**config.mk**
```make
export PLATFORM = sky130hd
export DESIGN_NAME = mem_port_arbiter
export DESIGN_NICKNAME = d
export VERILOG_FILES = /design/src/rtl/mem_port_arbiter.sv
export SDC_FILE = /design/constraint.sdc
export NUM_CORES = 1
export LEC_CHECK = 0
export ABC_AREA = 1
export CAP_MARGIN = 30
export CORE_ASPECT_RATIO = 0.5
export CORE_MARGIN = 4
export CORE_UTILIZATION = 37
export DETAILED_ROUTE_END_ITERATION = 10
export MAX_ROUTING_LAYER = met4
export PLACE_DENSITY_LB_ADDON = 0.08
export SKIP_LAST_GASP = 1
export SLEW_MARGIN = 15
export SYNTH_ARGS = -nofsm -noshare
export SYNTH_HDL_FRONTEND = slang
export SYNTH_SLANG_ARGS = --single-unit
```
**constraint.sdc**
```tcl
create_clock -name clk -period 1.5 [get_ports clk]
set_clock_uncertainty 0.2 [all_clocks]
set_input_delay 0.225 -clock clk [delete_from_list [all_inputs] [get_ports clk]]
set_output_delay 0.225 -clock clk [all_outputs]
set_load 0.02 [all_outputs]
```
**src/rtl/mem_port_arbiter.sv**
```systemverilog
// Arbitrates instruction-fetch and load/store requesters onto one shared memory port (load/store wins ties).
// Optional wait-state timeout abort is compiled in when MEM_ARB_TIMEOUT_EN is defined.
module mem_port_arbiter #(
   parameter int TIMEOUT_CYCLES = 15
) (
   input  logic        clk,
   input  logic        rst,
   input  logic        if_req,
   input  logic [15:0] if_addr,
   output logic        if_ack,
   output logic [31:0] if_rdata,
   input  logic        ls_req,
   input  logic        ls_we,
   input  logic [15:0] ls_addr,
   input  logic [31:0] ls_wdata,
   output logic        ls_ack,
   output logic [31:0] ls_rdata,
   output logic        mem_req,
   output logic        mem_we,
   output logic [15:0] mem_addr,
   output logic [31:0] mem_wdata,
   input  logic [31:0] mem_rdata,
   input  logic        mem_ready,
   output logic        busy,
   output logic        err
);

   typedef enum logic [1:0] {
      IDLE    = 2'd0,
      IF_WAIT = 2'd1,
      LS_WAIT = 2'd2
   } state_t;

   if ((TIMEOUT_CYCLES < 1) || (TIMEOUT_CYCLES > 255)) begin : g_bad_timeout
      $error("mem_port_arbiter: TIMEOUT_CYCLES must be within 1..255");
   end

   state_t      state_r, state_s;
   logic        mem_req_r, mem_req_s;
   logic        mem_we_r, mem_we_s;
   logic [15:0] mem_addr_r, mem_addr_s;
   logic [31:0] mem_wdata_r, mem_wdata_s;
   logic        if_ack_r, if_ack_s;
   logic        ls_ack_r, ls_ack_s;
   logic [31:0] if_rdata_r, if_rdata_s;
   logic [31:0] ls_rdata_r, ls_rdata_s;
   logic        busy_r, busy_s;
   logic        if_elig_s, ls_elig_s;

`ifdef MEM_ARB_TIMEOUT_EN
   localparam logic [7:0] TIMEOUT_LIMIT = 8'(TIMEOUT_CYCLES - 1);
   logic [7:0]  cnt_r, cnt_s;
   logic        err_r, err_s;
`endif

   // A requester whose ack is still high is holding a finished request and must not be re-granted.
   assign if_elig_s = if_req & ~if_ack_r;
   assign ls_elig_s = ls_req & ~ls_ack_r;

   // Next-state and next-output logic for the arbitration FSM.
   always_comb begin
      state_s     = state_r;
      mem_req_s   = mem_req_r;
      mem_we_s    = mem_we_r;
      mem_addr_s  = mem_addr_r;
      mem_wdata_s = mem_wdata_r;
      if_ack_s    = 1'b0;
      ls_ack_s    = 1'b0;
      if_rdata_s  = if_rdata_r;
      ls_rdata_s  = ls_rdata_r;
`ifdef MEM_ARB_TIMEOUT_EN
      cnt_s       = cnt_r;
      err_s       = 1'b0;
`endif
      case (state_r)
         IDLE: begin
            if (ls_elig_s) begin
               state_s     = LS_WAIT;
               mem_req_s   = 1'b1;
               mem_we_s    = ls_we;
               mem_addr_s  = ls_addr;
               mem_wdata_s = ls_wdata;
`ifdef MEM_ARB_TIMEOUT_EN
               cnt_s       = 8'd0;
`endif
            end else if (if_elig_s) begin
               state_s     = IF_WAIT;
               mem_req_s   = 1'b1;
               mem_we_s    = 1'b0;
               mem_addr_s  = if_addr;
               mem_wdata_s = 32'h0000_0000;
`ifdef MEM_ARB_TIMEOUT_EN
               cnt_s       = 8'd0;
`endif
            end else begin
               state_s = IDLE;
            end
         end
         IF_WAIT, LS_WAIT: begin
            if (mem_ready) begin
               state_s   = IDLE;
               mem_req_s = 1'b0;
               if (state_r == IF_WAIT) begin
                  if_ack_s   = 1'b1;
                  if_rdata_s = mem_rdata;
               end else begin
                  ls_ack_s = 1'b1;
                  // Stores complete without disturbing the last load value.
                  if (!mem_we_r) begin
                     ls_rdata_s = mem_rdata;
                  end else begin
                     ls_rdata_s = ls_rdata_r;
                  end
               end
            end
`ifdef MEM_ARB_TIMEOUT_EN
            else if (cnt_r == TIMEOUT_LIMIT) begin
               state_s   = IDLE;
               mem_req_s = 1'b0;
               err_s     = 1'b1;
               if (state_r == IF_WAIT) begin
                  if_ack_s   = 1'b1;
                  if_rdata_s = 32'h0000_0000;
               end else begin
                  ls_ack_s   = 1'b1;
                  ls_rdata_s = 32'h0000_0000;
               end
            end else begin
               cnt_s = cnt_r + 8'd1;
            end
`else
            else begin
               state_s = state_r;
            end
`endif
         end
         default: begin
            state_s   = IDLE;
            mem_req_s = 1'b0;
         end
      endcase
      busy_s = (state_s != IDLE);
   end

   // State and registered-output update; reset abandons any transaction silently.
   always_ff @(posedge clk) begin
      if (rst) begin
         state_r     <= IDLE;
         mem_req_r   <= 1'b0;
         mem_we_r    <= 1'b0;
         mem_addr_r  <= 16'h0000;
         mem_wdata_r <= 32'h0000_0000;
         if_ack_r    <= 1'b0;
         ls_ack_r    <= 1'b0;
         if_rdata_r  <= 32'h0000_0000;
         ls_rdata_r  <= 32'h0000_0000;
         busy_r      <= 1'b0;
`ifdef MEM_ARB_TIMEOUT_EN
         cnt_r       <= 8'd0;
         err_r       <= 1'b0;
`endif
      end else begin
         state_r     <= state_s;
         mem_req_r   <= mem_req_s;
         mem_we_r    <= mem_we_s;
         mem_addr_r  <= mem_addr_s;
         mem_wdata_r <= mem_wdata_s;
         if_ack_r    <= if_ack_s;
         ls_ack_r    <= ls_ack_s;
         if_rdata_r  <= if_rdata_s;
         ls_rdata_r  <= ls_rdata_s;
         busy_r      <= busy_s;
`ifdef MEM_ARB_TIMEOUT_EN
         cnt_r       <= cnt_s;
         err_r       <= err_s;
`endif
      end
   end

   assign mem_req   = mem_req_r;
   assign mem_we    = mem_we_r;
   assign mem_addr  = mem_addr_r;
   assign mem_wdata = mem_wdata_r;
   assign if_ack    = if_ack_r;
   assign ls_ack    = ls_ack_r;
   assign if_rdata  = if_rdata_r;
   assign ls_rdata  = ls_rdata_r;
   assign busy      = busy_r;
`ifdef MEM_ARB_TIMEOUT_EN
   assign err       = err_r;
`else
   assign err       = 1'b0;
`endif

endmodule

```
# [Word level (Yosys, flattened, before mapping)]
# Index checks and enable logic that the tools add are counted.
# W data, S select, Z words.
[op_classes] muxes=16 eq_ne=4 n_reduce_logical=9 bitwise_logic=8
[op_table] op="$mux W32" count=2
[op_table] op="$mux W16" count=2
[op_table] op="$mux W1" count=8
[op_table] op="$not A1 Y1" count=6
[op_table] op="$mux W2" count=2
[op_table] op="$pmux W2 S2" count=1
[op_table] op="$reduce_and A2 Y1" count=2
[op_table] op="$reduce_and A4 Y1" count=1
[op_table] op="$reduce_bool A2 Y1" count=2
[op_table] op="$ne A3 B3 Y1 const B" count=1
[op_table] op="$reduce_and A3 Y1" count=1
[op_table] op="$reduce_or A3 Y1" count=1
[op_table] op="$and A1 B1 Y1" count=2
[op_table] op="$eq A2 B1 Y1 const B" count=1
[op_table] op="$eq A2 B2 Y1 const B" count=1
[op_table] op="$logic_not A2 Y1" count=1
[op_table] op="$ne A2 B2 Y1 const B" count=1
[op_table] op="$pmux W1 S2" count=1
[op_table] op="$reduce_or A2 Y1" count=1
[totals] output_inout_bits=118 input_bits=102 register_bits=119 wordCells=47

# [Longest topological paths before layout]
# Gate-level depths: netlist of the first run.
[logic_depth] depth_word=6 mapped_depth=9 ltp_nobuf=7

# [Worst setup path before layout of the first run]
# Ideal clock, no wire load.
[synth_timing] path_kind="register to register" start="register state_r[0]" end="register ls_rdata_r[1] (netlist: ls_rdata[1])" stages_incl_launch_ff=8 setup_slack_ps=-35 synth_period_minus_slack_ps=1535 arrival_time_ps=1270 n_path_buf=1 setup_ps=65 t_required_ps=1235 path_cell_list="dfxtp_1 > inv_1 > ha_1 > nand3_2 > inv_1 > buf_6 > nor2_1 > nor2_1"
[synth_via] elab_chain_cells=3 word_cells_on_any_way=5 cone_classes="2 x eq/ne; 1 x bitwise; 2 x reduce/logical"
[synth_rtl] item="from (decl)" line="38" rtl="state_t state_r, state_s;"
[synth_rtl] item="from (signal assigned)" line="163" rtl="state_r <= state_s;"
[synth_rtl] item="$eq A2 B1 Y1 or $eq A2 B2 Y1 (tied branches)" line="75, 103"
[synth_rtl] item="$reduce_or A2 Y1 or $not A1 Y1 (tied branches)"
[synth_rtl] item="$reduce_and A4 Y1 (no line) *"
[synth_rtl] item="to (signal assigned)" line="171" rtl="ls_rdata_r <= ls_rdata_s;"
[synth_rtl] item="to (decl)" line="46" rtl="logic [31:0] ls_rdata_r, ls_rdata_s;"
# Mark *: on every way between the ends. The rest lies on a longest branch, timed or not.
# A chain may end at the register's enable or synchronous reset.

# [Worst setup path after layout of the first run]
[layout_timing] start="register state_r[0]" end="register ls_rdata_r[2] (netlist: ls_rdata[2])"
# Same word-level chain as after synthesis.

==> metrics.txt, run 1 <==
Place WS -0.195 ns; GR Util All Layers 0.193; fin. max-slew vios 0; RSZ-0062 raised after global routing yes; part of the Yosys area used for sequential elements 0.524; failing checks negative setup slack; first-pass GRT wire length around 21 mm; Max Cap Violations 0; fmax 659 MHz; CTS HTree Levels 4; clock sink count 119; worst ir drop on vdd 677 uV; Non-Filler Instances approximately 1.0k; Required @ worst endpoint roughly 1.6 ns; Core Area roughly 12000 sq um; Num CTS Buffers 17; CTS tree built; Root Driver clkbuf_16; clk buf depth 2; clock slew at reported path FFs about 0.060 ns; diode count 0; critical path endpoint category flip-flop; final wirelength around 14 mm; Post-Place Cells 990; Initial DRC Count 281; Synth-to-Final Area Change 61.8%; RD Place Congestion 0.812; Reg-to-Reg End ls_rdata[2]; share of cells above drive strength 1 0.217; Final Hold Fails 0; I/O Buffers approximately 220; pwr/cell area around 1200 nW/um^2; Synth Instances between 600 and 700; drt first pass iters 4; Final HPWL DP around 9.6 mm; initial antenna violation count 0; Worst setup startpoint state_r[0]; arrival time at the worst endpoint around 1.6 ns; utilization after layout 0.617; Worst-Skew Late Latency roughly 0.4 ns; Avg Inst Size Synth 7.37 sq um; Chip Width 165 um; post-synthesis instance area ~4500 sq um; Yosys reg bits approximately 120; reg2reg setup slack -0.02 ns; Initial Util 0.382; HP Class in2reg; overflow left after global routing 0; num rows 28; final setup vio count 12; largest net degree at the start of global routing 36; vias around 4.6k; Yosys cell types 21; DRC viols 0; Die Area between 10000 and 15000 sq um; crit path time final roughly 1.5 ns; hold slack 0.173 ns; Max FO, Critical Path 32; fin worst setup slack -0.0178 ns; status finished, violations left; vias in the first global route approximately 4.3k; Avg Vias per Cell about 4.4; post-synthesis net count around 720; HP Start ls_wdata[29]; Pleak around 3.2 nW; Antenna Nets Post-Route 0; Worst Path Class, Setup reg2reg; Die H between 80 and 90 um; count of warnings emitted by yosys 0; Worst R2R Path Depth 6; wire length per cell around 13 um; CP Launch Type flip-flop; final net count 954; Hold Path Depth 3; worst hold endpoint mem_wdata[29]; period utilization 1.01; Reg2Reg Launch Point state_r[0]; Ports 220
==> kinds of logic (layout without fill, tap and decap cells) <==
logic type                 after synthesis  count (layout)  share of synthesized area
other                                    1               1                   0.000825
DFF                                    119             119                      0.524
AOI/OAI and AO/OA                      100             100                      0.110
buffers and inverters                   66             311                     0.0796
adders and majority gates                3               3                    0.00826
and+or+nand+nor                        328             328                      0.277
==> routing by layer <==
layer	wire length (um)	global-route usage	vias up
li1	-	-	2386
met1	5960	0.226	2034
met2	6540	0.315	123
met3	1190	0.0675	9
met4	95	0.0574	0
met5	0	-	-
==> report_power, final <==
part           total (W)  internal (W)  switching (W)
combinational    0.00176      0.000804       0.000956
sequential       0.00351       0.00339       0.000116
clock            0.00372       0.00227        0.00145
==> Yosys cell counts (all sizes together) <==
master / instances / share of area
o21ai: 66 / 0.073
a21oi: 34 / 0.037
dfxtp: 119 / 0.52
nor2: 165 / 0.14
ha: 3 / 0.0083
buf: 22 / 0.042
clkinv: 1 / 0.0011
nor3: 1 / 0.0011
nand2: 160 / 0.13
clkbuf: 16 / 0.013
conb: 1 / 0.00083
inv: 27 / 0.023
nand3: 2 / 0.0033
==> state kept, by name, indices dropped and copies added, names as in the netlist <==
| register | flops |
|---|---|
| state_r | 2 |
| mem_req | 1 |
| ls_rdata | 32 |
| if_rdata | 32 |
| if_ack | 1 |
| mem_addr | 16 |
| busy | 1 |
| ls_ack | 1 |
| mem_we | 1 |
| mem_wdata | 32 |
==> critical path: stages (launching register included) <==
cell	delay, ns
dfxtp_4	0.38
inv_4	0.04
ha_4	0.28
nand3_4	0.10
buf_12	0.18
o21ai_0	0.16
nor2_1	0.05
==> per-stage QoR <==
step | instance area [sq um] | total power [W] | setup TNS, ns
floorplan | 4600 | 0.00451 | 0
global placement | 7070 | 0.00541 | -14.80
detailed placement | 7070 | 0.00543 | -16.45
CTS | 7670 | 0.00911 | -1.02
global route | 7350 | 0.00944 | -1.89
finish | 7350 | 0.00899 | -0.104
==> area by class of cell <==
class / instances / area (sq um)
fill: 1136 / 4560
clock inverter: 12 / 105
sequential: 119 / 2390
timing repair buffer: 251 / 2230
tap: 165 / 206
multi-input combinational: 432 / 1870
clock buffer: 20 / 437
inverter: 28 / 119
==> cells in the final DEF, fill, tap and decap left out, drive strengths merged <==
master / instances
clkdlybuf4s18: 1
bufinv: 1
dfxtp: 119
conb: 1
clkdlybuf4s15: 30
clkbuf: 108
o21ai: 66
nor2: 165
nand3: 2
inv: 28
nand2: 160
a21oi: 34
clkinv: 6
nor3: 1
ha: 3
buf: 31
clkinvlp: 5
clkdlybuf4s50: 101
==> timing repair <==
item	4_1_cts	5_1_grt
cloned	1	4
gates resized for setup	257	123
setup endpoints to repair	181	164
hold buffers	0	0
setup buffers	0	0
pin swaps	1	11
==> how the worst max path moves through the flow <==
stage / end / slack [ns] / cells after the start
after floorplan: ls_rdata[10] / 0.03 / 7
after global placement: mem_wdata[22] / -0.16 / 7
after detailed placement: ls_rdata[25] / -0.19 / 6
after CTS: mem_we / -0.11 / 1
after global routing: ls_rdata[8] / -0.08 / 6
final: ls_rdata[2] / -0.02 / 6
(Power assumes the default switching activity.)
==> run 2: changes to the inputs <==
--- a/config.mk
+++ b/config.mk
@@ -13,6 +13,7 @@
 export DETAILED_ROUTE_END_ITERATION = 10
 export MAX_ROUTING_LAYER = met4
 export PLACE_DENSITY_LB_ADDON = 0.08
+export RECOVER_POWER = 100
 export SKIP_LAST_GASP = 1
 export SLEW_MARGIN = 15
 export SYNTH_ARGS = -nofsm -noshare
==> run 2 against run 1 <==
Final cell count stayed put. Power is 0.41% lower. Highest routed layer unchanged. Critical path depth stayed put. Hold slack better by 0.00064 ns. First-iteration DRC count is 6.8% lower. Combinational power hardly changed. Global-route usage stayed put. The run still ends with negative setup slack left. Clock-buffer cell count stayed put. Via count is 0.42% higher. Worst setup slack better by 0.0042 ns.
==> metrics.txt, run 2 (synthesis gave the netlist of run 1 again) <==
status finished, violations left; failing checks negative setup slack; Net Sw Frac 0.282 (+0.00101); Crit path buffers/inverters 2 (unchanged); share of cells above drive strength 1 0.130 (-0.0870); Root Driver clkbuf_16; I/O Buffers 218 (unchanged); Worst Path Class, Setup reg2reg; commonest non-fill, non-tap cell in the layout nor2_1; CTS tree built; Power Total 0.00895 W (-0.41%); area post-placement 7070 sq um (unchanged); largest net degree at the start of global routing 36 (unchanged); final setup vio count 11 (-1); Antenna Nets Post-Route 0 (unchanged); Place WS -0.195 ns (unchanged); crit path time final 1.51 ns (-0.00422 ns); Hold Path Depth 3 (unchanged); Crit path largest cell delay 0.38 ns (about the same); clk buf depth 2 (unchanged); CTS HTree Levels 4 (unchanged); Chip Width 165 um (unchanged); diode count 0 (unchanged); final wirelength 13.9 mm (+0.52%); wire length per cell 13.5 um (+0.52%); pwr/cell area 1230 nW/um^2 (+1.0%); Crit path depth 6 (unchanged); RSZ-0062 raised after global routing yes; final net count 954 (unchanged); vias 4571 (+0.42%); fin worst setup slack -0.0136 ns (+0.00422 ns); DRC viols 0 (unchanged); vias in the first global route 4267 (unchanged); worst setup path endpoint ls_rdata[2]; Initial DRC Count 262 (-6.8%); Reg-to-Reg End ls_rdata[2]; Core Area 11900 sq um (unchanged); clock sink count 119 (unchanged); reg2reg setup slack -0.01 ns (about the same); internal cell power 0.00643 W (-0.55%); Num CTS Buffers 17 (unchanged); Max FO, Critical Path 32 (unchanged); fin. max-slew vios 0 (unchanged); combinational fraction of design power 0.193 (-0.003); Clock Power Share 0.415 (about the same); Pleak 2.98 nW (-7.6%); Die H 86.4 um (unchanged); overflow left after global routing 0 (unchanged); Final HPWL DP 9.56 mm (unchanged); Final Hold Fails 0 (unchanged); worst ir drop on vdd 676 uV (-0.12%); CP Launch Type flip-flop; period utilization 1.01 (-0.00281); HP Class in2reg; Final Cell Area 7250 sq um (-1.4%); GR Util All Layers 0.193 (unchanged); clock slew at reported path FFs 0.06 ns (about the same); Synth-to-Final Area Change 59.5%; worst path cell trace inv_4, ha_4, nand3_4, buf_12, o21ai_0, nor2_1; initial antenna violation count 0 (unchanged); fmax 661 MHz (+0.28%); drt first pass iters 4 (unchanged); RD Place Congestion 0.812 (unchanged); arrival time at the worst endpoint 1.61 ns (about the same); Top Family by Delay on Critical Path flip-flops; Avg Vias per Cell 4.45 (+0.42%); fill count 1158 (+1.9%); share of total power in sequential cells 0.392 (+0.002); critical path endpoint category flip-flop; Required @ worst endpoint 1.60 ns (about the same); Ports 220 (unchanged); Reg2Reg Launch Point state_r[0]; num rows 28 (unchanged); Worst-Skew Late Latency 0.40 ns (about the same); Die Area 14200 sq um (unchanged); Worst setup startpoint state_r[0]; first-pass GRT wire length 21.0 mm (unchanged); Setup TNS Final -0.0662 ns (+0.0373 ns); Switch Pwr 0.00252 W (about the same); Initial Util 0.382 (unchanged); most frequent cells in the layout 163 x nor2_1, 159 x nand2_1, 117 x dfxtp_1; Slowest-stage cell, CP dfxtp_4; Worst R2R Path Depth 6 (unchanged); Max Cap Violations 0 (unchanged)
-- run 2: cell types whose count changed in the layout (fill, tap and decap cells not counted), sizes merged --
cell / before / now
buf: 31 / 30
clkbuf: 108 / 110
clkdlybuf4s15: 30 / 29
-- run 2: metal layers --
layer / up-vias / routed length [um] / GRT usage / share of wire
li1: 2383 / - / - / -
met1: 2047 / 6040 / 0.226 / 0.44
met2: 132 / 6530 / 0.315 / 0.47
met3: 9 / 1190 / 0.0675 / 0.086
met4: 0 / 99 / 0.0574 / 0.0071
met5: - / 0 / - / 0
-- run 2: how the worst min path moves through the flow --
stage | startpoint | end | slack, ns
2_1_floorplan | mem_rdata[0] | ls_rdata[0] | 0.17
3_3_place_gp | mem_wdata[2] | mem_wdata[2] | 0.25
3_5_place_dp | mem_wdata[18] | mem_wdata[18] | 0.25
4_1_cts | ls_wdata[29] | mem_wdata[29] | 0.16
5_1_grt | ls_wdata[29] | mem_wdata[29] | 0.18
6_report | ls_wdata[29] | mem_wdata[29] | 0.17
-- run 2: area by class of cell --
| cell class | instances | area (sq um) | share of cell area |
|---|---|---|---|
| Sequential cell | 119 | 2390 | 0.329 |
| Tap cell | 165 | 206 | 0.0285 |
| Inverter | 28 | 119 | 0.0164 |
| Clock inverter | 12 | 105 | 0.0145 |
| Multi-Input combinational cell | 432 | 1860 | 0.257 |
| Timing Repair Buffer | 251 | 2130 | 0.294 |
| Clock buffer | 20 | 437 | 0.0602 |
-- run 2: worst register-to-register path, delay by kind of cell, from the launching register on --
kind / cells / cell delay (ns)
flops: 1 / 0.38
simple gates: 2 / 0.15
compound gates: 1 / 0.17
buf+inv: 2 / 0.22
fa+ha+maj: 1 / 0.28
-- run 2: per-stage QoR --
| stage | std cells | utilization | hold slack, ns |
|---|---|---|---|
| after floorplan | 617 | - | 0.171 |
| after global placement | 990 | 0.593 | 0.246 |
| after detailed placement | 990 | 0.593 | 0.252 |
| after CTS | 1023 | 0.644 | 0.162 |
| after global routing | 1027 | 0.609 | 0.178 |
| final | 1027 | 0.609 | 0.173 |
-- run 2: power by group through the flow --
stage                     combinational [W]  clock [W]  sequential (W)
after floorplan                    0.000675          0         0.00384
after global placement              0.00185          0         0.00356
after detailed placement            0.00186          0         0.00357
after CTS                           0.00180    0.00381         0.00351
after global routing                0.00189    0.00397         0.00354
final                               0.00173    0.00371         0.00351
-- run 2: timing repair --
item	CTS	global route
resized for setup	257	123
hold buffers	0	0
endpoints found under the hold margin	0	0
pin swaps	1	11
cloned	1	4
setup buffers	0	0
setup endpoints to repair	181	164
==> run 3: changes to the inputs <==
--- a/config.mk
+++ b/config.mk
@@ -9,12 +9,12 @@
 export CAP_MARGIN = 30
 export CORE_ASPECT_RATIO = 0.5
 export CORE_MARGIN = 4
-export CORE_UTILIZATION = 37
+export CORE_UTILIZATION = 52
 export DETAILED_ROUTE_END_ITERATION = 10
+export DONT_BUFFER_PORTS = 1
 export MAX_ROUTING_LAYER = met4
 export PLACE_DENSITY_LB_ADDON = 0.08
 export RECOVER_POWER = 100
-export SKIP_LAST_GASP = 1
 export SLEW_MARGIN = 15
 export SYNTH_ARGS = -nofsm -noshare
 export SYNTH_HDL_FRONTEND = slang
==> run 3 against run 2 <==
The flow finishes with violations (negative hold slack, negative setup slack). Die area is 27% lower. Via count is 1.3% lower. Hold slack worse by 0.18 ns. Critical path depth is 1 higher. Largest power group unchanged. Highest routed layer unchanged.
==> metrics.txt, run 3 (synthesis gave the netlist of run 1 again) <==
drt first pass iters 6 (+2); hold slack -0.00921 ns (-0.183 ns); final net count 840 (-12%); final setup vio count 32 (+21); most frequent cells in the layout 156 x nand2_1, 135 x nor2_1, 117 x dfxtp_1; CP Launch Type flip-flop; Core Area 8260 sq um (-31%); fill count 491 (-58%); Post-Place Cells 715 (-28%); Net Sw Frac 0.277 (-0.00435); Crit path buffers/inverters 3 (+1); utilization after layout 0.824 (+0.215); I/O Buffers 0 (-100%); share of total power in sequential cells 0.415 (+0.023); Avg Vias per Cell 5.25 (+18%); fin worst setup slack -0.125 ns (-0.111 ns); period utilization 1.08 (+0.0741); Setup TNS Final -2.69 ns (-2.62 ns); Required @ worst endpoint 1.59 ns (about the same); Worst R2R Path Depth 7 (+1); Reg2Reg Launch Point state_r[0]; largest net degree at the start of global routing 49 (+36%); Slowest-stage cell, CP dfxtp_4; commonest non-fill, non-tap cell in the layout nand2_1; Reg-to-Reg End ls_rdata[9]; Final Hold Fails 1 (+1); failing checks negative hold slack, negative setup slack; CTS HTree Levels 4 (unchanged); Die Area 10400 sq um (-27%); internal cell power 0.00671 W (+4.4%); clk buf depth 2 (unchanged); vias in the first global route 4281 (+0.33%); worst ir drop on vdd 934 uV (+38%); initial antenna violation count 0 (unchanged); Worst-Skew Late Latency 0.40 ns (about the same); fmax 615 MHz (-6.8%); crit path time final 1.62 ns (+0.111 ns); Top Family by Delay on Critical Path flip-flops; share of cells above drive strength 1 0.180 (+0.0506); RSZ-0062 raised after global routing yes; Pleak 2.87 nW (-3.9%); Hold Path Depth 3 (unchanged); Max Cap Violations 0 (unchanged); Num CTS Buffers 17 (unchanged); DRC viols 0 (unchanged); diode count 0 (unchanged); clock sink count 119 (unchanged); critical path endpoint category flip-flop; Antenna Nets Post-Route 0 (unchanged); Ports 220 (unchanged); Chip Width 140 um (-15%); Worst Path Class, Setup reg2reg; most frequent CP cell buf_6; pwr/cell area 1360 nW/um^2 (+11%); wire length per cell 17.7 um (+31%); RD Place Congestion 0.804 (-1.0%); combinational fraction of design power 0.140 (-0.053); area taken by multi-input logic gates 2030 sq um (+8.9%); HP Start mem_ready; CTS tree built; overflow left after global routing 0 (unchanged); HP Class in2reg; Synth-to-Final Area Change 49.8%; vias 4511 (-1.3%); first-pass GRT wire length 21.7 mm (+3.3%); worst hold endpoint if_ack; fin. max-slew vios 0 (unchanged); Switch Pwr 0.00258 W (+2.2%); Max FO, Critical Path 5 (-84%); reg2reg setup slack -0.12 ns (-0.11 ns); GR Util All Layers 0.274 (+0.0813); Final HPWL DP 7.89 mm (-17%); Clock Power Share 0.445 (+0.030); Root Driver clkbuf_16; Initial Util 0.550 (+0.169); register area 2390 sq um (unchanged); arrival time at the worst endpoint 1.72 ns (+0.11 ns); Initial DRC Count 305 (+16%); worst path cell trace inv_4, ha_4, nand3_4, buf_6, buf_6, o21ai_1, nor2_1; Non-Filler Instances 860 (-16%); Power Total 0.00929 W (+3.8%); final wirelength 15.2 mm (+9.6%); Die H 74.1 um (-14%); status finished, violations left; num rows 23 (-18%); clock slew at reported path FFs 0.05 ns (about the same); Crit path largest cell delay 0.40 ns (+0.02 ns)
[run 3: cell types whose count changed in the layout (fill, tap and decap cells not counted), moves of 6 or more]
| cell | change |
|---|---|
| o21ai_2 | +16 |
| clkdlybuf4s50_1 | -101 |
| buf_12 | -6 |
| clkdlybuf4s15_2 | -14 |
| nor2_1 | -28 |
| clkdlybuf4s15_1 | -15 |
| o21ai_0 | -12 |
| dlygate4sd3_1 | +101 |
| clkbuf_1 | -75 |
| clkbuf_2 | -14 |
| nor2_2 | +24 |
| buf_6 | +7 |
[run 3: how the worst max path moves through the flow]
stage	from	endpoint	slack, ns	depth (start not counted)
floorplan	state_r[1]	ls_rdata[10]	0.03	7
global placement	state_r[1]	ls_rdata[14]	-0.08	7
detailed placement	state_r[1]	ls_rdata[16]	-0.14	7
CTS	state_r[0]	ls_rdata[26]	-0.06	7
global route	state_r[0]	ls_rdata[2]	-0.15	8
finish	state_r[0]	ls_rdata[9]	-0.12	7
[run 3: what timing repair did]
| item | 4_1_cts | 5_1_grt |
|---|---|---|
| endpoints found under the hold margin | 118 | 2 |
| cloned | 2 | 5 |
| resized for setup | 49 | 77 |
| setup endpoints to repair | 53 | 71 |
| setup buffers | 4 | 1 |
| pin swaps | 3 | 32 |
| hold buffers | 101 | 1 |
[run 3: power groups by stage]
stage	Sequential, W	Clock [W]	Combinational [W]
finish	0.00386	0.00413	0.00130
global route	0.00388	0.00432	0.00142
global placement	0.00390	0	0.000766
detailed placement	0.00390	0	0.000784
CTS	0.00384	0.00417	0.00111
floorplan	0.00384	0	0.000675
[run 3: final cells by class]
type,count,share of cell area
timing repair buffer,137,0.223
clock buffer,20,0.0671
tap,112,0.0206
inverter,28,0.0186
sequential,119,0.351
clock inverter,12,0.0222
multi-input combinational,432,0.298
[run 3: per-stage QoR]
step | setup slack (ns) | cell area (sq um) | hold WS, ns
6_report | -0.125 | 6810 | -0.00921
3_5_place_dp | -0.136 | 4700 | 0.0996
4_1_cts | -0.0620 | 6480 | -0.216
5_1_grt | -0.151 | 6810 | 0.0104
2_1_floorplan | 0.0263 | 4600 | 0.171
3_3_place_gp | -0.0774 | 4700 | 0.0976
[run 3: routing by layer]
metal  routed length [um]  global-route usage  up-vias
li1                     -                   -     2155
met1                 5890               0.304     2108
met2                 7570               0.468      222
met3                 1460              0.0970       26
met4                  264              0.0956        0
met5                    0                   -        -
[run 3: worst register-to-register path: stages, from the launching register on]
cell,delay [ns]
dfxtp_4,0.40
inv_4,0.05
ha_4,0.27
nand3_4,0.10
buf_6,0.15
buf_6,0.13
o21ai_1,0.14
nor2_1,0.07
